$ cat src/rtl/alu_issue_stage.sv
// alu_issue_stage: command FIFO feeding a combinational ALU, plus a
// registered result slot with its own valid/ready handshake.
//
// Ports:
//   clk, rst_n                   clock, async active-low reset
//   in_valid/in_ready            command handshake
//   in_operand1/2, in_opcode     command fields
//   alu_operand1/2, alu_opcode   head entry driven to the ALU (0 when empty)
//   alu_result                   combinational ALU result
//   out_valid/out_ready          result handshake
//   out_result/opcode/zero       captured result, its opcode, zero flag
//   fifo_count                   occupied FIFO entries
module alu_issue_stage #(
  parameter int DEPTH = 4
) (
  input  logic                     clk,
  input  logic                     rst_n,
  input  logic                     in_valid,
  output logic                     in_ready,
  input  logic [7:0]               in_operand1,
  input  logic [7:0]               in_operand2,
  input  logic [3:0]               in_opcode,
  output logic [7:0]               alu_operand1,
  output logic [7:0]               alu_operand2,
  output logic [3:0]               alu_opcode,
  input  logic [15:0]              alu_result,
  output logic                     out_valid,
  input  logic                     out_ready,
  output logic [15:0]              out_result,
  output logic [3:0]               out_opcode,
  output logic                     out_zero,
  output logic [$clog2(DEPTH):0]   fifo_count
);

  localparam int AW = $clog2(DEPTH);
  localparam int CW = AW + 1;

  typedef struct packed {
    logic [7:0] op1;
    logic [7:0] op2;
    logic [3:0] opc;
  } cmd_t;

  cmd_t          mem [DEPTH];
  cmd_t          head;
  cmd_t          wr_cmd;
  logic [AW-1:0] wr_ptr;
  logic [AW-1:0] rd_ptr;
  logic [CW-1:0] count;
  logic          empty;
  logic          push;
  logic          pop;

  assign empty      = (count == '0);
  assign in_ready   = (count < CW'(DEPTH));
  assign fifo_count = count;
  assign push       = in_valid && in_ready;
  // Pop whenever the slot is free or being drained this cycle.
  assign pop        = !empty && (!out_valid || out_ready);

  assign wr_cmd = '{op1: in_operand1,
                    op2: in_operand2,
                    opc: in_opcode};
  assign head   = mem[rd_ptr];

  always_comb begin
    alu_operand1 = '0;
    alu_operand2 = '0;
    alu_opcode   = '0;
    if (!empty) begin
      alu_operand1 = head.op1;
      alu_operand2 = head.op2;
      alu_opcode   = head.opc;
    end
  end

  // Storage is not reset; the empty gate above hides stale entries.
  always_ff @(posedge clk) begin
    if (push) begin
      mem[wr_ptr] <= wr_cmd;
    end
  end

  always_ff @(posedge clk or negedge rst_n) begin
    if (!rst_n) begin
      wr_ptr <= '0;
      rd_ptr <= '0;
      count  <= '0;
    end else begin
      if (push) begin
        wr_ptr <= wr_ptr + AW'(1);
      end
      if (pop) begin
        rd_ptr <= rd_ptr + AW'(1);
      end
      unique case ({push, pop})
        2'b10:   count <= count + CW'(1);
        2'b01:   count <= count - CW'(1);
        default: count <= count;
      endcase
    end
  end

  always_ff @(posedge clk or negedge rst_n) begin
    if (!rst_n) begin
      out_valid  <= 1'b0;
      out_result <= '0;
      out_opcode <= '0;
      out_zero   <= 1'b0;
    end else if (pop) begin
      out_valid  <= 1'b1;
      out_result <= alu_result;
      out_opcode <= head.opc;
      out_zero   <= (alu_result == 16'h0000);
    end else if (out_ready) begin
      out_valid  <= 1'b0;
    end
  end

endmodule
$ cat config.mk
export PLATFORM = sky130hd
export DESIGN_NAME = alu_issue_stage
export DESIGN_NICKNAME = d
export VERILOG_FILES = /design/src/rtl/alu_issue_stage.sv
export SDC_FILE = /design/constraint.sdc
export NUM_CORES = 1
export LEC_CHECK = 0
export ABC_AREA = 0
export ABC_CLOCK_PERIOD_IN_PS = 5100
export BUFFER_PORTS_ARGS = -buffer_cell sky130_fd_sc_hd__buf_2
export CELL_PAD_IN_SITES_DETAIL_PLACEMENT = 1
export CELL_PAD_IN_SITES_GLOBAL_PLACEMENT = 2
export CORE_ASPECT_RATIO = 1.4
export CORE_MARGIN = 10
export CORE_UTILIZATION = 43
export DETAILED_ROUTE_END_ITERATION = 10
export PLACE_DENSITY_LB_ADDON = 0.3
export SYNTH_ARGS = -nofsm -noshare
export SYNTH_HDL_FRONTEND = slang
export SYNTH_SLANG_ARGS = --single-unit
$ cat constraint.sdc
create_clock -name clk -period 5.1 [get_ports clk]
set_input_delay 0.765 -clock clk [delete_from_list [all_inputs] [get_ports clk]]
set_output_delay 0.765 -clock clk [all_outputs]
set_load 0.02 [all_outputs]
==> results.txt, run 1 <==
The flow ran to the end, and the final reports show no timing, DRC or antenna violations. During placement, the flow inserted port buffers numbering 85. Measured on the finished design, the core utilization comes to 52.4%. At the pin with the least slew margin, the transition time is 1.10 ns.

STA classifies the critical path startpoint as a flop. The routed design has 8.64 mm of wire. After clock tree synthesis, the clock-pin slew on the worst setup and hold paths is 0.07 ns. In this run the critical register-to-register path is captured at fifo_count[1]$_DFFE_PN0P_. After synthesis, flip-flops and latches occupy 71.5% of the total area. Setup repair after global routing left no endpoint under its margin. The initial detailed-routing violation count was 131; the setup slack of the most critical reg-to-reg path was 2.73 ns. On the final layout, the worst clock skew is 0.00777 ns.

A synthesized cell averages 19.9 µm². The number of antenna diodes in the final layout is 0. The number of cells traversed by the worst register-to-register path is 6. The total negative slack for setup checks was 0 ns; the wire length of the first global-routing pass was 14.0 mm.

The count of unresolved DRC violations after routing came out at 0. The initial utilization of the core area, before any placement, comes to 44.0%. The tools report the count of vias placed by the detailed router as 2211. The library cell used as clock root buffer is sky130_fd_sc_hd__clkbuf_16. The post-synthesis register bit count works out to 109. The routed design could run at a clock period as short as 3.05 ns. The routability-driven placement congestion ratio was 0.706. The tools report the number of antenna violations at the first check in global routing as 0.

Maximum resistive drop on vdd: 208 µV. After detailed routing, the average wire length per cell comes to 19.3 µm. CTS H-tree depth: 3. The run gives 30 as the largest net degree at the start of global routing. The top cell types in the final layout, fill and taps aside, are sky130_fd_sc_hd__buf_2 (85), sky130_fd_sc_hd__edfxtp_1 (80), sky130_fd_sc_hd__dfrtp_1 (29), sky130_fd_sc_hd__nor2b_1 (20), sky130_fd_sc_hd__mux2_4 (17). The maximum clock path buffer count came out at 2. Excluding fillers, the count of instances in the completed layout stands at 448. The count of unique library cells instantiated by Yosys was 27; the maximum fanout encountered on the critical timing path was 15.

The tools report the count of nets after finishing as 354. Summed over all nets, the half-perimeter wirelength after detailed placement is 5.94 mm. The endpoint class of the critical path is an output port.

Of all cell types, the one taking the most synthesized area is sky130_fd_sc_hd__edfxtp_1. In this run the horizontal extent of the chip is 105 µm. The clock latency of the later-clocked register in the worst-skew pair came out at 0.34 ns. The area growth from synthesis to layout is 19.3%. For this design the ratio of total power to cell area is 610 mW/mm². The setup fix buffers added after clock tree synthesis is 0. The tools report the count of final setup violators as 0. The CTS sink count is 109.

The die covers 0.0147 mm². The total area inside the core boundary comes to 0.00995 mm². Post-CTS repair changed the size of 0 cells. In this run the core area contains 43 standard-cell rows.

Timing would allow up to 328 MHz. Global routing consumed, over all layers together, 12.2% of the routing resources. Including well taps, the total number of placed cells is 432. In the synthesized netlist, the number of instances is 220. The fraction of final layout cells sized beyond drive strength 1 is 43.8%. The first TritonRoute pass finished after 4 iterations.

The count of yosys warnings during synthesis is 0. The final critical path takes up 59.7% of the cycle. Number of global-route vias before repair: 2536.

Global routing finished with a remaining overflow of 0. For the number of buffers inserted by hold repair at cts, the log shows 0. The tightest min-delay check is of the in2async type. The worst pin sits at a relative slew slack of 26.6%. In this run the critical register-to-register path is launched from fifo_count[0]$_DFFE_PN0P_.

The startpoint-to-endpoint class of the critical path was reg2out. TritonCTS built the clock tree. Counting the buffers created by CTS gives 9. For the post-synth net total, the log shows 266. The most common cell after layout, fill and taps aside is sky130_fd_sc_hd__buf_2. The analysis attributes to cell leakage a power of 2.05 nW. The detail-routed via count per cell is 4.94, and the synthesized area is 0.00438 mm². Data on the critical path is required at its endpoint by 4.34 ns. The portion of synthesized cell area occupied by the leading cell type came out at 54.9%. Sorting the synthesized cells by area gives the leading types as sky130_fd_sc_hd__edfxtp_1 (55%), sky130_fd_sc_hd__dfrtp_1 (17%), sky130_fd_sc_hd__mux4_2 (7.2%), sky130_fd_sc_hd__mux2_4 (5.8%), sky130_fd_sc_hd__mux4_1 (3.6%). The count of nets left with antenna violations once routing finished came out at 0. 86 I/O pins were placed. Max-cap violations in this run came to 0.

The run gives 0 as the total count of hold-check failures in the final report. At the worst endpoint, the arrival time is 2.28 ns. From bottom edge to top edge, the die measures 139 µm.

Number of pins with negative max-slew slack in the final report: 0.
-- state kept, by name, indices dropped and copies added, names as in the netlist --
name        cells
wr_ptr          2
out_zero        1
rd_ptr          2
mem            80
out_result     16
out_valid       1
out_opcode      4
fifo_count      3
-- report_power, final --
part           internal (mW)  total (mW)  switching (mW)
Clock                  0.380       0.679           0.298
Combinational          0.541        1.22           0.678
Sequential              1.16        1.29           0.131
Total                   2.08        3.19            1.11
-- routing by layer --
metal | GRT usage, % | part of all wire, %
met2 | 19.8 | 50
met4 | 5.87 | 1.9
met3 | 2.91 | 5.3
met5 | 0 | 0
met1 | 14.7 | 43
-- synth_stat cells (all sizes together) --
library cell,n
and3b,1
xnor2,3
nand2b,1
mux2,20
inv,8
mux2i,1
and2,4
o21ai,2
nand2,3
xor2,3
nor3,1
clkbuf,4
mux4,20
nand4,1
edfxtp,80
and2b,1
nor2b,21
buf,6
nor2,1
ha,5
nor4,4
fa,1
dfrtp,29
-- logic make-up (layout without fill, tap and decap cells) --
kind of cell    Yosys count  after routing  share of synthesized area, %
compound gates            2              2                         0.229
simple gates             38             38                          5.37
fa+ha+maj                 6              6                          1.89
xor+xnor                  6              6                          1.20
buf+inv                  18            111                          2.20
mux                      41             41                          17.6
flops                   109            109                          71.5
-- worst max-delay path by stage --
stage | startpoint | endpoint | slack [ns] | cells past startpoint
after floorplan | out_ready | fifo_count[2]$_DFFE_PN0P_ | 2.76 | 10
after global placement | rd_ptr[0]$_DFFE_PN0P_ | alu_operand1[0] | 2.36 | 4
after detailed placement | rd_ptr[0]$_DFFE_PN0P_ | alu_operand1[0] | 2.33 | 4
after CTS | rd_ptr[0]$_DFFE_PN0P_ | alu_operand1[0] | 1.95 | 4
after global routing | rd_ptr[0]$_DFFE_PN0P_ | alu_operand1[0] | 1.85 | 4
final | rd_ptr[0]$_DFFE_PN0P_ | alu_operand1[0] | 2.05 | 4
-- through the flow --
step | instance area, µm² | hold slack (ns) | setup WS (ns) | power [mW]
floorplan | 4380 | 0.469 | 2.76 | 2.16
global placement | 4930 | 0.486 | 2.36 | 2.54
detailed placement | 4930 | 0.489 | 2.33 | 2.57
CTS | 5220 | 0.476 | 1.95 | 3.25
global route | 5220 | 0.513 | 1.85 | 3.38
finish | 5220 | 0.465 | 2.05 | 3.19
-- critical path: stages (launching register included) --
cell	delay (ns)
sky130_fd_sc_hd__dfrtp_1	0.62
sky130_fd_sc_hd__buf_4	0.38
sky130_fd_sc_hd__mux4_1	0.58
sky130_fd_sc_hd__nor2b_1	0.15
sky130_fd_sc_hd__buf_2	0.21
-- layout make-up --
cell class / instances / area (µm²)
fillers: 939 / 4730
flip-flops and latches: 109 / 3130
multi-input cells: 93 / 1160
repair buffers: 87 / 440
clock buffers: 10 / 229
well taps: 135 / 169
clock inverters: 6 / 62.6
inverters: 8 / 30.0
Power figures use the tool's default switching activity.
==> run 2, diff against run 1 <==
--- a/config.mk
+++ b/config.mk
@@ -5,14 +5,14 @@
 export SDC_FILE = /design/constraint.sdc
 export NUM_CORES = 1
 export LEC_CHECK = 0
-export ABC_AREA = 0
-export ABC_CLOCK_PERIOD_IN_PS = 5100
+export ABC_AREA = 1
+export ABC_CLOCK_PERIOD_IN_PS = 2500
 export BUFFER_PORTS_ARGS = -buffer_cell sky130_fd_sc_hd__buf_2
 export CELL_PAD_IN_SITES_DETAIL_PLACEMENT = 1
 export CELL_PAD_IN_SITES_GLOBAL_PLACEMENT = 2
 export CORE_ASPECT_RATIO = 1.4
 export CORE_MARGIN = 10
-export CORE_UTILIZATION = 43
+export CORE_UTILIZATION = 32
 export DETAILED_ROUTE_END_ITERATION = 10
 export PLACE_DENSITY_LB_ADDON = 0.3
 export SYNTH_ARGS = -nofsm -noshare
==> constraint.sdc (replaced) <==
create_clock -name clk -period 2.5 [get_ports clk]
set_input_delay 0.375 -clock clk [delete_from_list [all_inputs] [get_ports clk]]
set_output_delay 0.375 -clock clk [all_outputs]
set_load 0.02 [all_outputs]
==> run 2 against run 1 <==
Net effect:
- sequential share of layout area decreased by 2.5 points
- sequential power is 98% higher
- cell area increased by 4.3%
- final cell count up 53%
- core utilization is 13 points lower
- flip-flop and latch count unchanged
- global-route usage decreased by 0.064 points
- combinational power increased by 140%
- count of clock-buffer cells in the layout rose by 1
- via count is 40% higher
- routed wire length grew 28%
- critical path type unchanged
- highest routed layer unchanged
==> results.txt, run 2 <==
The flow ran to the end, and the final reports show no timing, DRC or antenna violations. For the max capacitance violation total, the log shows 0. The number of buffers inserted during clock tree synthesis came out at 9. Counting I/O delays and the setup requirement, the final critical path takes 2.21 ns. The initial utilization of the core area, before any placement, comes to 32.6%. The post-CTS resize count was 0. Most common cell after layout, fill and taps aside: sky130_fd_sc_hd__nand2_1. Yosys attributes the largest share of cell area to sky130_fd_sc_hd__edfxtp_1 (53%), sky130_fd_sc_hd__dfrtp_1 (16%), sky130_fd_sc_hd__nand2_1 (12%), sky130_fd_sc_hd__nor2_1 (4.3%), sky130_fd_sc_hd__a21oi_2 (2.5%). No sink is reached through more buffers than the 2 on the longest clock path. The largest net degree at the start of global routing came out at 42. Dividing total power by cell area gives a power density of 1280 mW/mm². Setup repair after global routing left no endpoint under its margin.

By count the netlist is led by sky130_fd_sc_hd__nand2_1 (149), sky130_fd_sc_hd__edfxtp_1 (80), sky130_fd_sc_hd__nor2_1 (52). The number of global-route vias before repair is 3549, and the clock latency of the later-clocked register in the worst-skew pair is 0.34 ns. Each instance of the synthesized netlist takes up on average 11.2 µm². In this run, synthesis inferred 80 flip-flops with an integrated enable. The number of nets handed over by synthesis was 453. After detailed routing, the number of remaining DRC violations is 0.

Among the stages of the critical path, the cell type that occurs most often is sky130_fd_sc_hd__nand2_1. Cell class contributing the biggest share of worst-path delay: buffers and inverters. The startpoint-to-endpoint class of the critical path is reg2out.

Summing the sequential cell areas from Yosys gives 68.9% of the chip area. The post-synthesis cell count was 407; the count of final setup violators was 0. Setup total negative slack on the finished layout was measured at 0 ns. For this design the top-level I/O count stands at 86.

The maximum fanout encountered on the critical timing path was 18; the count of yosys warnings during synthesis was 0. After detailed placement, the total cell area comes to 0.00514 mm². For the total of fill cells in the finished design, the log shows 1609.

The slowest library cell on the worst path is sky130_fd_sc_hd__dfrtp_1. In the layout the commonest cells are sky130_fd_sc_hd__nand2_1 (149), sky130_fd_sc_hd__buf_2 (85), sky130_fd_sc_hd__edfxtp_1 (80), sky130_fd_sc_hd__nor2_1 (48), sky130_fd_sc_hd__dfrtp_1 (29). Hold repair after CTS inserted 0 buffers.

The synthesized design spends more area on one cell type than any other, namely sky130_fd_sc_hd__edfxtp_1. For this run, the top clock speed supported by timing is 452 MHz. The layout overhead on the synthesized area was 20.0%; the data arrival at the endpoint of the critical path was 1.84 ns.

The net count of the finished layout is 541. Walking the worst path, the cells encountered are inv_2, buf_4, nand2_1, nand2_1, nand2_1, a21oi_2, buf_2. After clock tree synthesis, the clock-pin slew on the worst setup and hold paths is 0.07 ns. TritonCTS built the clock tree. Counting buffers and inverters, the worst setup path is 7 cells deep. The maximum resistive drop on vdd came out at 596 µV. The tools report the multi-input combinational cell area as 0.00122 mm². The tools report the number of pins with negative max-slew slack in the final report as 0.

The synthesized area came out at 0.00454 mm². STA classifies the critical path endpoint as an output port. STA classifies the critical path startpoint as a flop.

For this run the aggregate overflow at the end of global routing stands at 0. Synthesis inferred 109 register bits. The flip-flop count of the largest register after layout was 80.

The async set-or-reset flop fraction in the synthesized netlist was 26.6%. In this design, the stage delay of the slowest critical-path cell is 0.39 ns. Together, buffers and inverters on the worst path number 3. Across the whole layout, storage elements account for 0.00313 mm². After legalization and detailed placement, the total HPWL measured 7.57 mm. The count of vias placed by the detailed router was 3098; the total track usage was 12.1%. The largest registers in the layout are mem: 80 flops, out_result: 16 flops, out_opcode: 4 flops. The congestion estimate from routability-driven global placement came to 0.704.

In the final routed layout, each cell accounts on average for 16.2 µm. Measured in cells, the most critical reg-to-reg path has a length of 9. The area of the die is 0.0194 mm², and the cell row count is 51. The total area inside the core boundary comes to 0.0139 mm².

From left edge to right edge, the die measures 121 µm. The initial detailed-routing violation count was 110. Between clock sinks in the finished design, the worst skew comes to 0.00658 ns. For the number of antenna violations at the first check in global routing, the log shows 1. The first detailed-routing pass ran for 4 iterations. The number of port buffers is 85. The CTS sink count is 109, and the measured slew at the worst slew-check pin is 0.709 ns.

Buffers added to address setup during post-CTS repair amount to 0. Detail-routed via count per cell: 4.52. For the total count of hold-check failures in the final report, the log shows 0. Headroom to the max-slew limit came out at 52.8%. The fraction of final layout cells sized beyond drive strength 1 was 26.4%; the final design area excluding fillers was 0.00545 mm². The largest register by flop count is mem. The portion of synthesized cell area occupied by the leading cell type works out to 52.9%. Total leakage power: 2.35 nW. The vertical die dimension was 161 µm; the final wirelength was 11.1 mm. The worst path uses 88.6% of the clock period. Among all flip-flop cells after synthesis, the most frequent one is sky130_fd_sc_hd__edfxtp_1. The tree is rooted in a sky130_fd_sc_hd__clkbuf_16. The worst hold path belongs to the class in2async. STA puts the critical path data required time at 2.12 ns.

Once detail routing completed, the nets flagged for antenna violations numbered 0. The tools report the CTS H-tree depth as 3. By instance count, the leading cell after synthesis is sky130_fd_sc_hd__nand2_1.

The run gives 18.3 mm as the wire length of the first global-routing pass. For the count of unique library cells instantiated by Yosys, the log shows 23.
-- run 2: cell count changes in the layout (fill, tap and decap cells not counted), sizes merged, moves of 10 or more --
cell   before  now
nand2       3  151
nor2        1   53
nor2b      21    0
mux2       20    0
mux4       20    0
o21ai       2   22
a21oi       0   18
nand3       0   10
-- run 2: cells by family after synthesis --
kind of cell	synth area share (%)
xor+xnor	0.772
compound gates	5.73
fa+ha+maj	1.82
flops	68.9
buf+inv	4.38
simple gates	18.4
-- run 2: cell type report --
| cell class | count | area share, % |
|---|---|---|
| Antenna cell | 1 | 0.0459 |
| Sequential cell | 109 | 57.4 |
| Clock inverter | 5 | 1.38 |
| Clock buffer | 11 | 4.27 |
| Inverter | 16 | 1.10 |
| Multi-Input combinational cell | 265 | 22.5 |
| Tap cell | 185 | 4.25 |
| Timing Repair Buffer | 94 | 9.05 |
-- run 2: final timing paths --
kind	slack, ns	to	from
setup reg to reg	0.64	fifo_count[2]$_DFFE_PN0P_	fifo_count[2]$_DFFE_PN0P_
setup / recovery	0.29	alu_operand2[2]	rd_ptr[0]$_DFFE_PN0P_
min in group clk	0.24	out_result[15]$_DFFE_PN0P_	alu_result[15]
hold / removal	0.08	out_result[15]$_DFFE_PN0P_	rst_n
hold reg to reg	0.48	out_result[13]$_DFFE_PN0P_	out_result[13]$_DFFE_PN0P_
max in group asynchronous	1.96	fifo_count[2]$_DFFE_PN0P_	rst_n
-- run 2: metrics by stage --
| stage | instances | power (mW) | hold WS [ns] | setup WS, ns | utilization, % |
|---|---|---|---|---|---|
| final | 686 | 6.97 | 0.0788 | 0.286 | 39.2 |
| after detailed placement | 669 | 5.65 | 0.468 | 0.580 | 36.9 |
| after CTS | 685 | 7.13 | 0.108 | 0.209 | 39.1 |
| after floorplan | 407 | 4.69 | 0.0794 | 0.364 | - |
| after global routing | 685 | 7.55 | 0.116 | 0.0651 | 39.1 |
| after global placement | 669 | 5.58 | 0.456 | 0.587 | 36.9 |
-- run 2: worst reg2reg max path, cell delays in order, from the launching register on --
cell,delay [ns]
sky130_fd_sc_hd__dfrtp_1,0.36
sky130_fd_sc_hd__inv_2,0.08
sky130_fd_sc_hd__nand2_1,0.29
sky130_fd_sc_hd__ha_1,0.24
sky130_fd_sc_hd__inv_1,0.07
sky130_fd_sc_hd__fa_1,0.38
sky130_fd_sc_hd__inv_1,0.07
sky130_fd_sc_hd__nand2_1,0.05
sky130_fd_sc_hd__nand3b_1,0.09
sky130_fd_sc_hd__xor2_1,0.17
-- run 2: power breakdown --
group	leakage (nW)	internal [mW]	total [mW]	switching (mW)
logic	1.12	0.909	2.95	2.04
registers	1.08	2.36	2.55	0.187
clock network	0.153	0.873	1.47	0.594
-- run 2: routing by layer --
| metal | global-route usage, % | routed length [µm] | vias to the layer above |
|---|---|---|---|
| li1 | - | - | 1508 |
| met4 | 3.14 | 118 | 0 |
| met3 | 5.16 | 765 | 9 |
| met2 | 21.4 | 5810 | 70 |
| met5 | 0 | 0 | - |
| met1 | 12.8 | 4400 | 1511 |
==> run 3, diff against run 2 <==
--- a/config.mk
+++ b/config.mk
@@ -5,14 +5,13 @@
 export SDC_FILE = /design/constraint.sdc
 export NUM_CORES = 1
 export LEC_CHECK = 0
-export ABC_AREA = 1
-export ABC_CLOCK_PERIOD_IN_PS = 2500
 export BUFFER_PORTS_ARGS = -buffer_cell sky130_fd_sc_hd__buf_2
 export CELL_PAD_IN_SITES_DETAIL_PLACEMENT = 1
 export CELL_PAD_IN_SITES_GLOBAL_PLACEMENT = 2
 export CORE_ASPECT_RATIO = 1.4
 export CORE_MARGIN = 10
-export CORE_UTILIZATION = 32
+export CORE_UTILIZATION = 36
+export CTS_CLUSTER_SIZE = 10
 export DETAILED_ROUTE_END_ITERATION = 10
 export PLACE_DENSITY_LB_ADDON = 0.3
 export SYNTH_ARGS = -nofsm -noshare
==> run 3 against run 2 <==
Net effect:
- first-iteration DRC count decreased by 53%
- setup slack got worse by 0.049 ns
- combinational power decreased by 9.5%
- core utilization increased by 5.6 points
- worst hold slack got worse by 0.017 ns
- critical path depth decreased by 3
- largest cell class unchanged
- critical endpoint is now alu_operand1[2]
- routed wire length decreased by 17%
==> results.txt, run 3 (synthesized netlist as in run 1, its figures left out) <==
The shortest period the worst path allows is 2.26 ns. Number of pins with negative max-slew slack in the final report: 0. Worst min-delay path category: in2async. 0 antenna diodes ended up in the layout. For this configuration, the core starts out at a cell density of 36.8%. The data arrival at the endpoint of the critical path came out at 1.89 ns.

Startpoint-to-endpoint class of the critical path: reg2out. The run gives 0 as the total count of hold-check failures in the final report. The library cells used most frequently in the layout, excluding fill and tap cells, are sky130_fd_sc_hd__buf_2 (85), sky130_fd_sc_hd__edfxtp_1 (80), sky130_fd_sc_hd__dfrtp_1 (29), sky130_fd_sc_hd__nor2b_1 (20), sky130_fd_sc_hd__mux2_4 (17). Setup violations remaining at the end of the flow were counted as 0. The H-tree was split into 3 levels. The final wirelength was 9.18 mm.

The max capacitance violation total is 0, and the clock latency of the later-clocked register in the worst-skew pair is 0.34 ns. The number of buffers inserted during clock tree synthesis was 9. Summed over all cells, the static leakage comes to 2.11 nW. Power spread over the standard cell area amounts to 1240 mW/mm². The clock edge transition at the registers on the reported setup and hold paths came out at 0.07 ns. Setup repair after global routing left no endpoint under its margin. The number of global-route vias before repair is 2661, and the number of cells traversed by the worst register-to-register path is 9. The logs give 391 µV for the maximum resistive drop on vdd and 0 for the number of buffers inserted by hold repair at cts.

The longest clock path from root to sink contains 2 buffers. Input and output buffers added on the ports amount to 85. STA classifies the critical path startpoint as a flop.

Worst max-slew margin expressed relative to the limit: 55.7%. In the final layout, the registers with the most flip-flops are mem: 80 flops, out_result: 16 flops, out_opcode: 4 flops. The tools report the overall power of the completed layout as 6.59 mW. The run gives 0 as the number of antenna-violating nets in the routed design. The number of non-filler instances in the completed layout was 470. For the final routed database, the setup TNS stands at 0 ns.

The die is 150 µm tall. In this run the standard cell core region covers 0.0119 mm². For the setup slack of the most critical reg-to-reg path, the log shows 0.69 ns. The register with the most flip-flops in the layout has 80 of them. TritonCTS built the clock tree. The fmax was 442 MHz; the detail-routed via count per cell was 4.91. The tools report the launching point of the worst reg2reg path as fifo_count[2]$_DFFE_PN0P_.

The number of antenna violations at the first check in global routing came out at 0. The routed layout has 2307 vias. The measured slew at the worst slew-check pin came out at 0.665 ns. After legalization and detailed placement, the total HPWL measured 6.43 mm.

For this run, the detailed router's first-pass iteration total came to 4. The most heavily used metal layer in global routing was met2. In this run the worst path has a maximum fanout of 14. Routability-driven placement finished with a final weighted congestion of 0.670. Entering global routing, the biggest net connects 30 pins.

In the final layout, the share of cells above drive strength 1 is 45.8%. The tools report the residual overflow from global routing as 0. The flow ran to the end, and the final reports show no timing, DRC or antenna violations. For the area of the die, the log shows 0.0170 mm². For this block, the initial DRC count from the detailed router was 52.

For this run, the post-layout net count is 365. mem holds more flip-flops than any other register. The tools report the library cell used as clock root buffer as sky130_fd_sc_hd__clkbuf_16.

Required time of the critical path: 2.12 ns. The worst setup path is captured at an output port. In the global route stage, met2 resource usage came out at 18.9%.

The logs give 11.2% for the total track usage and 455 for the post-placement cell count. The post-CTS resize count came out at 0. The worst register-to-register path ends at fifo_count[2]$_DFFE_PN0P_. Dividing the detail-routed wire length by the instance count gives 19.5 µm.

Of the available clock period, the critical path in the final layout requires 90.6%. The setup fix buffers added after clock tree synthesis was 0; the cell row count was 47. The layout overhead on the synthesized area came out at 21.4%. The tree built by TritonCTS fans out to 109 sinks. The final clock skew was 0.00727 ns; the count of unresolved DRC violations after routing was 0.

Horizontal extent of the die: 113 µm. 86 I/O pins were placed. The met1 global-route usage is 12.6%, and the wire length of the first global-routing pass is 14.8 mm. The most common cell after layout, fill and taps aside is sky130_fd_sc_hd__buf_2.

In the global route stage, met3 resource usage came out at 4.34%.
run 3: area by class of cell:
| cell class | count | area, µm² |
|---|---|---|
| sequential | 109 | 3130 |
| timing repair buffer | 98 | 523 |
| fill | 1184 | 6570 |
| inverter | 8 | 30.0 |
| clock buffer | 9 | 225 |
| multi-input combinational | 93 | 1160 |
| clock inverter | 6 | 62.6 |
| tap | 147 | 184 |
run 3: per-stage QoR:
step | util [%] | worst slack [ns] | hold slack [ns] | area [µm²]
final | 44.7 | 0.236 | 0.0621 | 5310
after global placement | 42.3 | 0.605 | 0.455 | 5030
after floorplan | - | 0.442 | 0.0794 | 4380
after global routing | 44.7 | 0.0653 | 0.111 | 5310
after detailed placement | 42.3 | 0.586 | 0.460 | 5030
after CTS | 44.7 | 0.176 | 0.0829 | 5310
run 3: critical path, stage by stage, from the launching register on:
cell and delay (ns):
sky130_fd_sc_hd__dfrtp_1 0.35, sky130_fd_sc_hd__buf_4 0.28, sky130_fd_sc_hd__mux4_1 0.58, sky130_fd_sc_hd__nor2b_1 0.16, sky130_fd_sc_hd__buf_2 0.17
run 3: how the worst max path moves through the flow:
stage	slack, ns	start	to
floorplan	0.44	fifo_count[0]$_DFFE_PN0P_	fifo_count[2]$_DFFE_PN0P_
global placement	0.61	rd_ptr[0]$_DFFE_PN0P_	alu_operand1[2]
detailed placement	0.59	rd_ptr[0]$_DFFE_PN0P_	alu_operand1[2]
CTS	0.18	rd_ptr[0]$_DFFE_PN0P_	alu_operand1[2]
global route	0.07	rd_ptr[0]$_DFFE_PN0P_	alu_operand1[2]
finish	0.24	rd_ptr[0]$_DFFE_PN0P_	alu_operand1[2]
run 3: power by group:
| part | switching [mW] | total (mW) | internal, mW |
|---|---|---|---|
| logic | 1.50 | 2.67 | 1.17 |
| clock network | 0.618 | 1.39 | 0.769 |
| registers | 0.177 | 2.54 | 2.36 |
| total | 2.30 | 6.59 | 4.29 |
run 3: layer usage:
metal,up-vias,wire (µm)
li1,1034,-
met1,1197,3800
met2,67,4580
met3,9,659
met4,0,139
met5,-,0
